[config.mk]
export PLATFORM = sky130hd
export DESIGN_NAME = router_sync
export DESIGN_NICKNAME = d
export VERILOG_FILES = /design/src/rtl/router_sync_pkg.sv /design/src/rtl/router_sync_wdog.sv /design/src/rtl/router_sync.sv
export SDC_FILE = /design/constraint.sdc
export NUM_CORES = 1
export LEC_CHECK = 0
export CAP_MARGIN = 20
export CORE_AREA = 5 5 42 44
export DETAILED_ROUTE_END_ITERATION = 10
export DIE_AREA = 0 0 47 49
export DONT_BUFFER_PORTS = 1
export SLEW_MARGIN = 30
export SYNTH_ARGS = -nofsm -noshare
export SYNTH_HDL_FRONTEND = slang
export SYNTH_SLANG_ARGS = --single-unit
[constraint.sdc]
create_clock -name clk -period 2.4 [get_ports clk]
set_input_delay 0.24 -clock clk [delete_from_list [all_inputs] [get_ports clk]]
set_output_delay 0.24 -clock clk [all_outputs]
set_load 0.1 [all_outputs]
[src/rtl/router_sync_pkg.sv]
// Shared constants and types for the 1x3 router synchronizer.
package router_pkg;
    localparam int NUM_PORTS       = 3;
    localparam int ADDR_W          = 2;
    localparam logic [ADDR_W-1:0] ADDR_INVALID = 2'b11;
    localparam int DEFAULT_TIMEOUT = 30;

    typedef logic [NUM_PORTS-1:0] port_vec_t;
endpackage

[src/rtl/router_sync_wdog.sv]
// Per-port watchdog: pulses soft_reset for one cycle after TIMEOUT
// consecutive edges with data present and no read.
module router_sync_wdog #(
    parameter int TIMEOUT = 30
) (
    input  logic clk,
    input  logic reset,
    input  logic vld,
    input  logic rd,
    output logic soft_reset
);
    localparam int CNT_W = (TIMEOUT > 1) ? $clog2(TIMEOUT) : 1;
    localparam logic [CNT_W-1:0] CNT_LAST = CNT_W'(TIMEOUT - 1);

    logic [CNT_W-1:0] cnt_q, cnt_d;
    logic             soft_q, soft_d;

    always_comb begin
        cnt_d  = '0;
        soft_d = 1'b0;
        if (!vld || rd) begin
            cnt_d = '0;
        end else if (cnt_q == CNT_LAST) begin
            soft_d = 1'b1;
        end else begin
            cnt_d = cnt_q + 1'b1;
        end
    end

    always_ff @(posedge clk) begin
        if (reset) begin
            cnt_q  <= '0;
            soft_q <= 1'b0;
        end else begin
            cnt_q  <= cnt_d;
            soft_q <= soft_d;
        end
    end

    assign soft_reset = soft_q;
endmodule

[src/rtl/router_sync.sv]
// Router synchronizer: header address latch, FIFO write steering, full mux,
// valid-out and optional per-port watchdogs (macro ROUTER_SYNC_WATCHDOG_EN).
module router_sync
    import router_pkg::*;
#(
    parameter int TIMEOUT = DEFAULT_TIMEOUT
) (
    input  logic              clk,
    input  logic              reset,
    input  logic              detect_add,
    input  logic [ADDR_W-1:0] data_in,
    input  logic              write_enb_reg,
    input  port_vec_t         read_enb,
    input  port_vec_t         empty,
    input  port_vec_t         full,
    output port_vec_t         write_enb,
    output logic              fifo_full,
    output port_vec_t         vld_out,
    output port_vec_t         soft_reset
);
    logic [ADDR_W-1:0] addr_q, addr_d;

    if (TIMEOUT < 2 || TIMEOUT > 255) begin : g_bad_timeout
        $error("router_sync: TIMEOUT must be in 2..255");
    end

    always_comb begin
        addr_d = addr_q;
        if (detect_add) begin
            addr_d = data_in;
        end
    end

    always_ff @(posedge clk) begin
        if (reset) begin
            addr_q <= ADDR_INVALID;
        end else begin
            addr_q <= addr_d;
        end
    end

    // Steering and the full mux use the registered address, so a header
    // latched this cycle only takes effect on the next one.
    always_comb begin
        write_enb = '0;
        fifo_full = 1'b0;
        for (int i = 0; i < NUM_PORTS; i++) begin
            if (addr_q == ADDR_W'(i)) begin
                write_enb[i] = write_enb_reg;
                fifo_full    = full[i];
            end
        end
    end

    assign vld_out = ~empty;

`ifdef ROUTER_SYNC_WATCHDOG_EN
    for (genvar i = 0; i < NUM_PORTS; i++) begin : g_wdog
        router_sync_wdog #(
            .TIMEOUT(TIMEOUT)
        ) u_wdog (
            .clk       (clk),
            .reset     (reset),
            .vld       (vld_out[i]),
            .rd        (read_enb[i]),
            .soft_reset(soft_reset[i])
        );
    end
`else
    logic unused_read_enb;
    assign unused_read_enb = ^read_enb;
    assign soft_reset      = '0;
`endif
endmodule

== Word-level counts from Yosys, hierarchy flattened ==
Cells that the tools add are included.
Cells by class
  bitwise logic cells: 1
  multiplexer cells: 6
  reduce and logical (&&, ||, !) cells: 1
  equality and inequality tests: 2
Operators with widths (number)
  2-to-1 mux 1 bit: 6
  inverter 3 bit: 1
  equality test 2 x 1 -> 1 bit, second input constant: 1
  equality test 2 bit, second input constant: 1
  zero test 2 bit: 1
Storage, ports and cells
  flip-flop bits (word level): 2

== Longest topological paths before layout ==
  depth after elaboration: 4
  depth in mapped cells: 2

== Worst setup path after synthesis ==
No wires, ideal clock.
  path type: register -> output
  from: reg addr_q[1]
  to: out write_enb[0]
  arrival: 2.548 ns
  slack: -0.388 ns
  required time: 2.160 ns
  cell stages (with the launch flop): 2
  path through: dfxtp_1 -> nor3b_1
On the way
  longest elaborated chain between the ends: 2
Ends and longest elaborated chain
  start, declared: line router_sync.sv:21  | logic [ADDR_W-1:0] addr_q, addr_d;
  start signal, assigned: line router_sync.sv:38  | addr_q <= addr_d;
  zero test 2 bit: line router_sync.sv:48  | if (addr_q == ADDR_W'(i)) begin
  2-to-1 mux 1 bit: line router_sync.sv:48
  end, declared: line router_sync.sv:16  | output port_vec_t write_enb,
Every way passes these cells.

== Worst setup path in the final report ==
  from: reg addr_q[1]
  to: out write_enb[2]
On the way
  longest elaborated chain between the ends: 2
Ends and longest elaborated chain (line)
  equality test 2 bit: router_sync.sv:48
  2-to-1 mux 1 bit: router_sync.sv:48
Every way passes these cells.

==> metrics.log <==
[metrics] outcome: finished, final reports clean
[metrics] data required time at the worst endpoint: around 2.2 ns
[metrics] number of max-cap violations: 0
[metrics] startpoint class of the critical path: flop
[metrics] cell types occupying the most area after synthesis: sky130_fd_sc_hd__dfxtp_1 26%, sky130_fd_sc_hd__buf_4 15%, sky130_fd_sc_hd__a211o_1 11%, sky130_fd_sc_hd__nor2b_1 8.1%, sky130_fd_sc_hd__inv_1 7.3%
[metrics] Reg2Reg Setup Slack: ~1.5 ns
[metrics] total setup violations reported at the end of the flow: 0
[metrics] global route total overflow: 0
[metrics] total routing usage reported by global routing: 0.04079
[metrics] I/O Buffers: 0
[metrics] Final period util: 0.6346
[metrics] highest ir drop seen on vdd: roughly 240 uV
[metrics] clk_lat worst skew: 0.22 ns
[metrics] initial antenna violation count: 0
[metrics] setup repair after global routing missed its margin: false
[metrics] most used flip-flop cell after synthesis: sky130_fd_sc_hd__dfxtp_1
[metrics] worst endpoint data arrival time: between 1 and 1.5 ns
[metrics] Tightest Pin Transition: between 0.8 and 0.9 ns
[metrics] synthesis-to-finish area growth: 43.55%
[metrics] worst setup path class: reg -> out
[metrics] count of unique library cells instantiated by Yosys: 13
[metrics] net switching component of the power: 94.32 uW
[metrics] TritonCTS clock tree: built
[metrics] initial core utilization: 0.1107
[metrics] endpoint of the most critical register-to-register path: addr_q[1]$_SDFFE_PP1P_
[metrics] Worst Clk Skew: 0 ns
[metrics] Warnings, synthesis: 0
[metrics] core area: approximately 1400 sq um
[metrics] Pwr Density: between 800 and 900 nW/um^2
[metrics] worst-path fanout max: 6
[metrics] detailed placement HPWL: between 300 and 400 um
[metrics] total detailed-routing wirelength: 424 um
[metrics] post-cts gate resize count: 0
[metrics] Max transition margin: 0.4526
[metrics] cell internal power dissipation: 102.0 uW
[metrics] worst hold path cell count: 1
[metrics] H-tree lvl count: 1
[metrics] Largest regs: addr_q x2
[metrics] ANT nets after route: 0
[metrics] number of flops mapped to enable cells by yosys: 0
[metrics] Pins Over Slew Limit: 0
[metrics] final routed wire length divided by cell count: a little over 10 um
[metrics] Fmax achieved: between 600 and 700 MHz
[metrics] Max Buffers Root-to-Sink: 2
[metrics] die outline area: between 2000 and 2500 sq um
[metrics] synthesized area per cell: roughly 7.8 sq um
[metrics] wire length of the first global-routing pass: approximately 560 um
[metrics] clock-pin slew of the registers on the worst-case setup and hold paths: 0.03 ns
[metrics] highest cell delay on the worst timing path: 0.57 ns
[metrics] Fin Setup TNS: 0 ns
[metrics] post-synthesis sequential element count: 2
[metrics] fraction of layout cells with a size suffix above 1: 0.4000
[metrics] shortest period the worst path allows: approximately 1.5 ns
[metrics] kind of end point of the critical path: primary output
[metrics] clock network fraction of design power: 0.382
[metrics] sequential share of the synthesized area: 0.2581
[metrics] cell type contributing the most total cell area after synthesis: sky130_fd_sc_hd__dfxtp_1
[metrics] detailed-router iteration count before antenna repair: 1
[metrics] Synth async-reset ratio: 0
[metrics] clock buffers created by TritonCTS: 3
[metrics] Hold Path Sink: addr_q[1]$_SDFFE_PP1P_
[metrics] most frequent cells after synthesis: 3 x sky130_fd_sc_hd__buf_4, 3 x sky130_fd_sc_hd__inv_1, 2 x sky130_fd_sc_hd__a211o_1, 2 x sky130_fd_sc_hd__dfxtp_1, 2 x sky130_fd_sc_hd__nor2b_1
[metrics] vias in the first global route: roughly 140
[metrics] total via count in the routed design: between 150 and 200
[metrics] net total in the final layout: 42
[metrics] horizontal die dimension: between 40 and 50 um
[metrics] crit-path cells: and3b_2
[metrics] Post-CTS Setup Repair Bufs: 0
[metrics] Register-to-Register Path Depth: 2
[metrics] Starting DRT DRC Count: 0
[metrics] switching share of total power: 0.4805
[metrics] Critical path buffers and inverters: 0
[metrics] die height: about 50 um
[metrics] flip-flop count of the largest register after layout: 2
[metrics] post-synthesis instance area: ~160 sq um
[metrics] Gate Count Post-Synth: 20
[metrics] vias per std cell: 3.780
[metrics] count of unresolved DRC violations after routing: 0
[metrics] leakage component of the power: between 0.0001 and 0.00015 uW
[metrics] pin count of the biggest net entering global routing: 7
[metrics] crit path max-delay cell type: sky130_fd_sc_hd__and3b_2
[metrics] fraction of post-synthesis cell area in the top cell type by area: 0.2581
[metrics] source of the worst hold timing path: reset
[metrics] hold buffer count at CTS: 0
[metrics] antenna diode instance count: 0
[metrics] Worst R2R Start: addr_q[1]$_SDFFE_PP1P_
[metrics] Reg with most FFs: addr_q
[metrics] number of clock sinks: 2
[metrics] part of the power in registers: 0.210
[metrics] number of core rows: 14
[metrics] boundary pin count: 25
[metrics] final hold violations: 0
[metrics] worst hold-check path type: in -> reg
[metrics] root buffer selected by CTS: sky130_fd_sc_hd__clkbuf_4
[metrics] proportion of power drawn by combinational gates: 0.408
[metrics] post-route total power: 196.3 uW
[metrics] FILL cells: 164
[metrics] GPL Wtd Cong: 0.5621
[metrics] Crit path max-delay family: simple AND/OR/NAND/NOR gates
-- cell type report --
type                       count  area (sq um)  share of cell area
multi-input combinational     14         106.4              0.4775
sequential                     2         40.04              0.1798
timing repair buffer           3         22.52              0.1011
clock buffer                   3         22.52              0.1011
inverter                       3         11.26             0.05056
tap                           16         20.02             0.08989
-- layout by cell type, fill, tap and decap left out --
cell type / count
sky130_fd_sc_hd__a211o_1: 2
sky130_fd_sc_hd__and3b_2: 1
sky130_fd_sc_hd__buf_4: 3
sky130_fd_sc_hd__clkbuf_4: 3
sky130_fd_sc_hd__conb_1: 3
sky130_fd_sc_hd__dfxtp_1: 2
sky130_fd_sc_hd__inv_1: 3
sky130_fd_sc_hd__mux2i_1: 1
sky130_fd_sc_hd__nand2_1: 1
sky130_fd_sc_hd__nand3b_1: 1
sky130_fd_sc_hd__nor2_2: 1
sky130_fd_sc_hd__nor2b_1: 2
sky130_fd_sc_hd__nor3b_4: 1
sky130_fd_sc_hd__o21ai_2: 1
-- power by group through the flow --
stage	clock [uW]	combinational, uW	sequential, uW
after floorplan	0	77.5	39.2
after global placement	0	80.0	41.8
after CTS	80.1	80.5	41.5
after detailed placement	0	80.4	41.9
final	74.9	80.2	41.2
after global routing	82.5	82.2	42.3
-- layer usage --
layer,GRT usage,vias up,routed length [um]
met1,0.03501,65,171
met2,0.04299,20,160
li1,-,70,-
met5,0,-,0
met3,0.04059,0,92
met4,0.05530,0,0
-- cells by family (layout without fill, tap and decap cells) --
| kind of cell | after synthesis | count (layout) | share of synthesized area |
|---|---|---|---|
| mux | 1 | 1 | 0.06452 |
| buf+inv | 6 | 9 | 0.2177 |
| other cells | 1 | 3 | 0.02417 |
| compound gates | 3 | 3 | 0.1452 |
| flops | 2 | 2 | 0.2581 |
| simple gates | 7 | 7 | 0.2903 |
-- worst max path at each step --
stage               cells after the start      endpoint              startpoint  slack, ns
global route                            1  write_enb[2]  addr_q[1]$_SDFFE_PP1P_       0.80
floorplan                               2     fifo_full  addr_q[0]$_SDFFE_PP1P_       0.34
CTS                                     1  write_enb[2]  addr_q[1]$_SDFFE_PP1P_       0.85
global placement                        1  write_enb[2]  addr_q[1]$_SDFFE_PP1P_       1.11
finish                                  1  write_enb[2]  addr_q[1]$_SDFFE_PP1P_       0.88
detailed placement                      1  write_enb[2]  addr_q[1]$_SDFFE_PP1P_       1.10
-- through the flow --
stage                       util  instance area [sq um]  std cells  setup slack [ns]  hold WS [ns]
final                     0.1589                  222.7         41            0.8769        0.1171
after global routing      0.1589                  222.7         41            0.8014        0.1208
after CTS                 0.1589                  222.7         41            0.8517        0.1078
after detailed placement  0.1429                  200.2         38             1.101        0.3469
after global placement    0.1429                  200.2         38             1.110        0.3449
after floorplan                -                  167.7         22            0.3356        0.3386
No activity file was read; power rests on OpenSTA's default activity.
